`src/rtl/mem_arbiter_rr.sv`:
```
// rtl/mem_arbiter_rr.sv - round-robin SDRAM command arbiter with atomic write bursts
//
// Ports:
//   clkSYS, reset      system clock, synchronous active-high reset
//   req/wr/addr/data   per-requester command inputs (requester i at slice i)
//   ack                one-cycle accept strobe back to the granted requester
//   valid              read-data strobe routed by mem_rid
//   mem_req/mem_wr/mem_addr/mem_data/mem_id   command port to the SDRAM controller
//   mem_ack            controller accepted the current command / write word
//   mem_valid/mem_rid  read word return and the ID it belongs to

module mem_arbiter_rr #(
    parameter int AN    = 24,
    parameter int DN    = 16,
    parameter int N     = 4,
    parameter int IDN   = 2,
    parameter int BURST = 8
) (
    input  logic              clkSYS,
    input  logic              reset,
    input  logic [N-1:0]      req,
    input  logic [N-1:0]      wr,
    input  logic [N*AN-1:0]   addr,
    input  logic [N*DN-1:0]   data,
    output logic [N-1:0]      ack,
    output logic [N-1:0]      valid,
    output logic              mem_req,
    output logic              mem_wr,
    output logic [AN-1:0]     mem_addr,
    output logic [DN-1:0]     mem_data,
    output logic [IDN-1:0]    mem_id,
    input  logic              mem_ack,
    input  logic              mem_valid,
    input  logic [IDN-1:0]    mem_rid
);

    localparam int CW  = $clog2(BURST) + 1;
    localparam int NID = 1 << IDN;

    localparam logic [1:0] ST_IDLE   = 2'd0;
    localparam logic [1:0] ST_GRANT  = 2'd1;
    localparam logic [1:0] ST_WBURST = 2'd2;

    localparam logic [IDN-1:0] LAST_RST = IDN'(N - 1);
    localparam logic [CW-1:0]  CNT_LAST = CW'(BURST - 1);

    logic [1:0]     state_q, state_d;
    logic [IDN-1:0] gnt_q,   gnt_d;
    logic [IDN-1:0] last_q,  last_d;
    logic [CW-1:0]  cnt_q,   cnt_d;

    // req/wr padded to the full ID space so they can be indexed directly by gnt
    logic [NID-1:0] req_ext;
    logic [NID-1:0] wr_ext;
    logic           req_g;
    logic           wr_g;
    logic           accept;
    logic [IDN-1:0] next_gnt;
    logic           any_req;

    always_comb begin
        req_ext        = '0;
        wr_ext         = '0;
        req_ext[N-1:0] = req;
        wr_ext[N-1:0]  = wr;
    end

    assign req_g   = req_ext[gnt_q];
    assign wr_g    = wr_ext[gnt_q];
    assign any_req = |req;

    // Rotating search starting at last+1. Scanning from the farthest offset
    // down to the nearest lets the closest requesting index win.
    always_comb begin
        int idx;
        next_gnt = last_q;
        for (int k = N; k >= 1; k--) begin
            idx = (int'(last_q) + k) % N;
            if (req_ext[IDN'(idx)]) begin
                next_gnt = IDN'(idx);
            end
        end
    end

    // Command path is a pure mux on the grant register.
    always_comb begin
        mem_addr = addr[AN-1:0];
        mem_data = data[DN-1:0];
        for (int i = 0; i < N; i++) begin
            if (gnt_q == IDN'(i)) begin
                mem_addr = addr[i*AN +: AN];
                mem_data = data[i*DN +: DN];
            end
        end
    end

    assign mem_req = (state_q != ST_IDLE) && req_g;
    assign mem_wr  = (state_q == ST_WBURST) || ((state_q == ST_GRANT) && wr_g);
    assign mem_id  = gnt_q;
    assign accept  = mem_ack && mem_req;

    always_comb begin
        for (int i = 0; i < N; i++) begin
            ack[i]   = accept && (gnt_q == IDN'(i));
            valid[i] = mem_valid && (mem_rid == IDN'(i));
        end
    end

    always_comb begin
        state_d = state_q;
        gnt_d   = gnt_q;
        last_d  = last_q;
        cnt_d   = cnt_q;
        case (state_q)
            ST_IDLE: begin
                if (any_req) begin
                    gnt_d   = next_gnt;
                    state_d = ST_GRANT;
                end
            end
            ST_GRANT: begin
                if (!req_g) begin
                    // withdrawn before acceptance; not counted as served
                    state_d = ST_IDLE;
                end else if (accept) begin
                    if (!wr_g || (BURST == 1)) begin
                        last_d  = gnt_q;
                        state_d = ST_IDLE;
                    end else begin
                        cnt_d   = CW'(1);
                        state_d = ST_WBURST;
                    end
                end
            end
            ST_WBURST: begin
                // grant stays locked even while req is low so the burst stays atomic
                if (accept) begin
                    if (cnt_q == CNT_LAST) begin
                        last_d  = gnt_q;
                        cnt_d   = '0;
                        state_d = ST_IDLE;
                    end else begin
                        cnt_d = cnt_q + CW'(1);
                    end
                end
            end
            default: begin
                state_d = ST_IDLE;
                cnt_d   = '0;
            end
        endcase
    end

    always_ff @(posedge clkSYS) begin
        if (reset) begin
            state_q <= ST_IDLE;
            gnt_q   <= '0;
            last_q  <= LAST_RST;
            cnt_q   <= '0;
        end else begin
            state_q <= state_d;
            gnt_q   <= gnt_d;
            last_q  <= last_d;
            cnt_q   <= cnt_d;
        end
    end

endmodule

```
`config.mk`:
```
export PLATFORM = sky130hd
export DESIGN_NAME = mem_arbiter_rr
export DESIGN_NICKNAME = d
export VERILOG_FILES = /design/src/rtl/mem_arbiter_rr.sv
export SDC_FILE = /design/constraint.sdc
export NUM_CORES = 1
export LEC_CHECK = 0
export CAP_MARGIN = 0
export CORE_AREA = 2 2 88 90
export CTS_CLUSTER_SIZE = 24
export DETAILED_ROUTE_END_ITERATION = 6
export DIE_AREA = 0 0 90 92
export PLACE_DENSITY_LB_ADDON = 0.2
export REMOVE_ABC_BUFFERS = 1
export SLEW_MARGIN = 25
export SYNTH_ARGS = -nofsm -noshare
export SYNTH_HDL_FRONTEND = slang
export SYNTH_SLANG_ARGS = --single-unit
```
`constraint.sdc`:
```
create_clock -name clkSYS -period 5.92 [get_ports clkSYS]
set_input_delay 1.48 -clock clkSYS [delete_from_list [all_inputs] [get_ports clkSYS]]
set_output_delay 1.48 -clock clkSYS [all_outputs]
set_load 0.005 [all_outputs]
```
Word-level counts from Yosys, hierarchy flattened --
Cells that the tools add are included.
Cells by class: reduce and logical (&&, ||, !) cells 22, bitwise gates (word level) 1, eq/ne operators 17, magnitude comparators 5, $add $sub $neg 5, mux-type cells 45
Operators with widths (count):
- 2-to-1 mux 24 bit | 3
- 2-to-1 mux 16 bit | 3
- 2-to-1 mux 2 bit | 15
- 2-to-1 mux 4 bit | 5
- less-than comparator 2 x 4 -> 1 bit (second input constant) | 4
- binary-select mux 1 bit (select 2 bit) | 6
- inequality test 2 bit (second input constant) | 6
- one-hot mux 4 bit (3 select lines) | 1
- logical AND 1 bit | 11
- == test 2 bit (second input constant) | 5
- 2-to-1 mux 1 bit | 10
- == test 2 x 1 -> 1 bit (second input constant) | 3
- zero test 2 bit | 3
- one-hot mux 2 bit (3 select lines) | 1
- AND reduction 6 bit | 1
- AND reduction 5 bit | 1
- adder 2 x 1 -> 2 bit (second input constant) | 2
- adder 2 bit (second input constant) | 2
- adder 4 x 1 -> 4 bit (second input constant) | 1
- == test 4 x 3 -> 1 bit (second input constant) | 1
- one-hot mux 2 bit (2 select lines) | 1
- AND reduction 4 bit | 1
- nonzero test 2 bit | 2
- OR reduction 4 bit | 1
- 6 further kinds | 6
Storage, ports and cells: register bits after elaboration 10, output and inout port bits 52, logic and storage cells 99, bits of input ports 174

Logic depth before layout (Yosys ltp) --
Gate-level depths: netlist of run 1.
depth in word-level cells 8, depth in mapped cells 6

Least setup slack after synthesis of run 1 --
Ideal clock, no wire load.
kind input to output, from input req[3], to output mem_req, data required time 4.440 ns, data arrival time 2.125 ns, slack 2.315 ns, cell stages on the path 2, path through mux4_2 > nor2b_1
On the way: longest elaborated chain between the ends 3
RTL lines:
- start: declaration | line 21 | input logic [N-1:0] req,
- binary-select mux 1 bit (select 2 bit) | line 68 | assign req_g = req_ext[gnt_q];
- 2-to-1 mux 1 bit (implied by the code) | line 68
- logical AND 1 bit | line 97 | assign mem_req = (state_q != ST_IDLE) && req_g;
- end: declaration | line 27 | output logic mem_req,
Every way passes these cells. The select of a mux whose other input is x is not followed.

Final worst setup path of run 1 --
Same ends and word-level chain as after synthesis.

==> results of run 1 <==
[path summary, 6_finish.rpt]
path              depth (start not counted)  slack, ps                    from                    end
setup / recovery                          4       1240                  req[3]                mem_req
hold / removal                            1        480   cnt_q[3]$_SDFFE_PP0P_  cnt_q[3]$_SDFFE_PP0P_
setup reg to reg                          4       3680  mem_id[0]$_SDFFE_PP0P_  cnt_q[0]$_SDFFE_PP0P_
hold reg to reg                           1        480   cnt_q[3]$_SDFFE_PP0P_  cnt_q[3]$_SDFFE_PP0P_
[critical path: stages]
cell and delay (ps):
sky130_fd_sc_hd__clkdlybuf4s50_1 520, sky130_fd_sc_hd__mux4_2 580, sky130_fd_sc_hd__nor2b_1 170, sky130_fd_sc_hd__clkdlybuf4s50_1 460
[cell usage after synthesis (4+ instances only)]
cell type,instances
sky130_fd_sc_hd__inv_1,6
sky130_fd_sc_hd__o21ai_0,4
sky130_fd_sc_hd__clkbuf_1,5
sky130_fd_sc_hd__buf_2,5
sky130_fd_sc_hd__nand2_1,8
sky130_fd_sc_hd__nor3_1,4
sky130_fd_sc_hd__nor2_1,9
sky130_fd_sc_hd__mux4_2,42
sky130_fd_sc_hd__ha_1,4
sky130_fd_sc_hd__a21oi_1,5
sky130_fd_sc_hd__nor3b_1,4
sky130_fd_sc_hd__dfxtp_1,10
sky130_fd_sc_hd__nor2b_1,4
[final cells by class]
| class | count | area [um2] |
|---|---|---|
| clock buffer | 3 | 41.3 |
| fill | 664 | 3300 |
| inverter | 6 | 22.5 |
| multi-input combinational | 119 | 1480 |
| sequential | 10 | 203 |
| tap | 102 | 128 |
| timing repair buffer | 227 | 2270 |
[sequential cells by signal, summed over array words and instances (netlist names)]
name     flops
cnt_q        4
last_q       2
mem_id       2
state_q      2
[routing by layer]
metal  part of all wire  GRT usage
met5                  0          0
met3              0.068     0.0526
met1               0.41      0.274
met4             0.0083     0.0321
met2               0.51      0.368
[logic make-up after synthesis]
kind of cell    count (synthesis)
compound gates                 23
fa+ha+maj                       4
buf+inv                        18
flops                          10
mux                            45
simple gates                   47
[stage by stage]
step / hold slack, ps / util / area [um2] / setup slack, ps
finish: 476 / 0.556 / 4140 / 1240
detailed placement: 479 / 0.551 / 4100 / 1280
CTS: 481 / 0.556 / 4140 / 1270
floorplan: 444 / - / 1700 / 1640
global route: 497 / 0.556 / 4140 / 1210
global placement: 464 / 0.551 / 4100 / 1280
[power groups by stage]
| stage | sequential, uW | combinational [uW] | clock (uW) |
|---|---|---|---|
| floorplan | 104 | 148 | 0 |
| global route | 94.1 | 431 | 77.6 |
| CTS | 91.7 | 411 | 73.8 |
| global placement | 93.0 | 404 | 0 |
| detailed placement | 93.3 | 409 | 0 |
| finish | 90.7 | 408 | 73.4 |
==> impl_metrics.ini, run 1 <==
[timing]
slew_headroom = 0.476
finalCritPeriodShare = 0.790
max_clock_freq_ghz = 0.214
setup_violations = 0
rsz0062_at_grt = false
count_of_final_max_slew_check_failures = 0
finalClockSkew_ps = 1.41
timing.setup.tns_ps = 0
hold_viol_final = 0
worstMarginPinSlew_ps = 786
post_layout_min_period_ps = 4680

[detailed_routing]
vias = 2323
vias_per_cell = 4.97
drt-pass1-iter-count = 4
wl_per_cell_um = 19.6
final_antenna_net_count = 0
initialDrtViolationCount = 99
finalWirelength_mm = 9.13
remaining_drc_errors = 0

[synth]
synthesis.instances = 147
synth_area_per_cell_um2 = 12.0
synth_top_family_by_area = multiplexers
ys_warn_count = 0
post_synth_fa_ha_maj_area_fraction = 0.0285
netlist_area_um2 = 1760
netlist.top_cell.by_area = sky130_fd_sc_hd__mux4_2
async_reset_ff_frac = 0
synth_enable_flop_cells = 0
synth_seq_cells = 10
count_of_cell_types_in_the_netlist = 38
dominantRegCellSynth = sky130_fd_sc_hd__dfxtp_1
synth_simple_gate_area_share = 0.155
yosys-top-cells-area = sky130_fd_sc_hd__mux4_2 (54%), sky130_fd_sc_hd__dfxtp_1 (11%), sky130_fd_sc_hd__ha_1 (2.8%), sky130_fd_sc_hd__nor2_1 (1.9%), sky130_fd_sc_hd__mux2i_1 (1.7%)
synth-xor-area-share = 0
synth_largest_type_area_fraction = 0.538
yosys-mux-area-fraction = 0.556
synth_compound_area_frac = 0.104
synth.yosys.seq_area_share = 0.114

[global_routing]
grt_pass1_wl_mm = 13.9
maximum_number_of_pins_on_one_net_before_global_route_repair = 37
gr-usage-all-layers = 0.212
grt_overflow = 0
grt_antenna_before_repair = 0
number_of_global_route_vias_before_repair = 2376

[clock_tree]
cts-htree-levels = 1
post_cts_hold_buffer_count = 0
clockBufferDepth = 2
clkSlewWorstSetupHoldPaths_ps = 50
numCtsBuffers = 3
cts.sink_count = 10
worst_skew_pair.late_latency_ps = 240
cts.root.buffer_cell = sky130_fd_sc_hd__clkbuf_8
clock_tree_from_tritoncts = done
cts_resized = 0
cts_setup_buffers = 0

[place]
gp_congestion = 0.794
placedCellCount = 464
dpl.hpwl_mm = 7.68
place.port_buffers = 225

[power_and_ir_drop]
power.density_nw_per_um2 = 138
power_leakage_uw = 0.00143
seq_power_share = 0.159
pwr-share-clk = 0.128
ir_drop_v = 0.000112
p_switching_uw = 167
power_uw = 572
netSwitchingFraction = 0.293
power_frac_comb = 0.713
p_int_uw = 405

[floorplan]
width_of_the_die_um = 90
core_area_um2 = 7450
total_i_o_pin_count = 226
die-area_um2 = 8280
core.rowCount = 32
die-height_um = 92
start_util = 0.236

[run_status]
outcome = finished, final reports clean

[worst_setup_path]
critical_path_required_ps = 4440
crit_path_max_fanout = 7
crit_type = input port to output port
critical_path_arrival_ps = 3200
worst_setup_path_end_kind = output port
critical_path.startpoint_type = input port

[layout]
area_growth_syn_to_layout_pct = 136
layout_common_cells = sky130_fd_sc_hd__clkdlybuf4s50_1 (225), sky130_fd_sc_hd__mux4_2 (42), sky130_fd_sc_hd__nor2_1 (9)
insertedDiodeCount = 0
finalNonFillerCells = 467
fraction_of_layout_cells_with_a_size_suffix_above_1 = 0.145
layout.nets = 545
leading_cell_type_in_the_layout_fill_and_taps_excluded = sky130_fd_sc_hd__clkdlybuf4s50_1

[flow_run]
maxCapViolCount = 0

[min_path]
hold_class = flip-flop to flip-flop
No activity file was read; power rests on OpenSTA's default activity.
==> inputs of run 2 (changes only) <==
==> constraint.sdc (replaced) <==
create_clock -name clkSYS -period 4.4 [get_ports clkSYS]
set_input_delay 1.1 -clock clkSYS [delete_from_list [all_inputs] [get_ports clkSYS]]
set_output_delay 1.1 -clock clkSYS [all_outputs]
set_load 0.005 [all_outputs]
==> run 2 against run 1 <==
Via count fell by 2.5%; clock-buffer cell count rose by 1; sequential power increased by 37%; clock power rose by 59%; combinational power up 34%; global-route usage down 0.43 points; first-iteration DRC count decreased by 55%; total power is 38% higher; hold slack got worse by 4.2 ps; sequential share of layout area is essentially flat; critical path depth did not move; critical path type unchanged.
==> impl_metrics.ini, run 2 (same netlist as run 1, synthesis figures left out) <==
[place]
pre_cts_slack_ps = 510
gp_congestion = 0.871
dpl.hpwl_mm = 7.48
place.port_buffers = 225

[timing]
hold_viol_final = 0
count_of_final_max_slew_check_failures = 0
finalCritPeriodShare = 0.892
slew_headroom = 0.482
rsz0062_at_grt = false
timing.setup.tns_ps = 0
post_layout_min_period_ps = 3930
max_clock_freq_ghz = 0.255
setup_violations = 0
worstMarginPinSlew_ps = 776
setup_ws_ps = 474
finalClockSkew_ps = 4.39

[worst_setup_path]
crit_type = input port to output port
worst_setup_path_end_kind = output port
critical_path.startpoint_type = input port
crit_path_max_fanout = 7
critical_path_arrival_ps = 2830
critical_r2r_launch = mem_id[1]$_SDFFE_PP0P_
reg2reg_depth = 4
critical_path_required_ps = 3300
startpoint = req[3]

[detailed_routing]
remaining_drc_errors = 0
drt-pass1-iter-count = 4
wl_per_cell_um = 18.8
initialDrtViolationCount = 45
final_antenna_net_count = 0
vias_per_cell = 4.84
finalWirelength_mm = 8.82
vias = 2266

[clock_tree]
numCtsBuffers = 3
clock_tree_from_tritoncts = done
cts_resized = 0
cts.sink_count = 10
clkSlewWorstSetupHoldPaths_ps = 50
cts.root.buffer_cell = sky130_fd_sc_hd__clkbuf_8
cts-htree-levels = 1
cts_setup_buffers = 0
worst_skew_pair.late_latency_ps = 240
clockBufferDepth = 2
post_cts_hold_buffer_count = 0

[power_and_ir_drop]
seq_power_share = 0.158
power_leakage_uw = 0.00144
p_switching_uw = 221
pwr-share-clk = 0.149
p_int_uw = 567
netSwitchingFraction = 0.281
ir_drop_v = 0.000132
power.density_nw_per_um2 = 189
power_frac_comb = 0.694

[layout]
layout_common_cells = sky130_fd_sc_hd__clkdlybuf4s50_1 (225), sky130_fd_sc_hd__mux4_2 (42), sky130_fd_sc_hd__nor2_1 (9)
leading_cell_type_in_the_layout_fill_and_taps_excluded = sky130_fd_sc_hd__clkdlybuf4s50_1
insertedDiodeCount = 0
layout.nets = 545
fraction_of_layout_cells_with_a_size_suffix_above_1 = 0.148
area_growth_syn_to_layout_pct = 137
regMostFlops = cnt_q
post-route-util = 0.560
largest_register_ff_count = 4

[floorplan]
die-area_um2 = 8280
width_of_the_die_um = 90
start_util = 0.236
die-height_um = 92
core_area_um2 = 7450
core.rowCount = 32
total_i_o_pin_count = 226

[min_path]
hold_class = flip-flop to flip-flop
min-delay-start = cnt_q[3]$_SDFFE_PP0P_
hold-path-cell-count = 1

[global_routing]
grt_overflow = 0
number_of_global_route_vias_before_repair = 2345
gr-usage-all-layers = 0.208
grt_pass1_wl_mm = 13.8
maximum_number_of_pins_on_one_net_before_global_route_repair = 34
grt_antenna_before_repair = 0

[flow_run]
maxCapViolCount = 0

[run_status]
outcome = finished, final reports clean
-- run 2: changes by cell type in the layout (fill, tap and decap cells not counted) --
cell,change
sky130_fd_sc_hd__buf_12,+1
sky130_fd_sc_hd__clkbuf_8,+1
sky130_fd_sc_hd__buf_4,-1
-- run 2: metal layers --
layer	vias to the layer above	routed length, um	GRT usage
met5	-	0	0
met4	0	89	0.0359
met3	10	658	0.0567
met2	97	4450	0.357
met1	1098	3620	0.267
li1	1061	-	-
-- run 2: cell type report --
type / instances / area [um2]
fill: 677 / 3280
clock buffer: 4 / 55.1
multi-input combinational: 119 / 1480
sequential: 10 / 203
tap: 102 / 128
timing repair buffer: 227 / 2280
inverter: 6 / 22.5
-- run 2: critical path: stages --
cell,delay [ps]
sky130_fd_sc_hd__clkdlybuf4s50_1,510
sky130_fd_sc_hd__mux4_2,580
sky130_fd_sc_hd__nor2b_1,170
sky130_fd_sc_hd__clkdlybuf4s50_1,460
-- run 2: worst paths after layout --
path	end	slack, ps
min	cnt_q[3]$_SDFFE_PP0P_	470
max reg2reg	state_q[0]$_SDFFE_PP0P_	2240
min reg2reg	cnt_q[3]$_SDFFE_PP0P_	470
max	mem_req	470
-- run 2: stage by stage --
stage,hold WS [ps],cells,power [uW],area [um2]
after floorplan,444,135,338,1700
after global placement,465,464,673,4110
after detailed placement,475,464,679,4110
after CTS,477,468,800,4170
after global routing,485,468,835,4170
final,472,468,788,4170
-- run 2: power by group through the flow --
stage               clock network, uW  registers [uW]  logic [uW]
detailed placement                  0             128         551
global placement                    0             127         546
floorplan                           0             139         199
CTS                               120             125         554
finish                            117             124         547
global route                      125             128         582
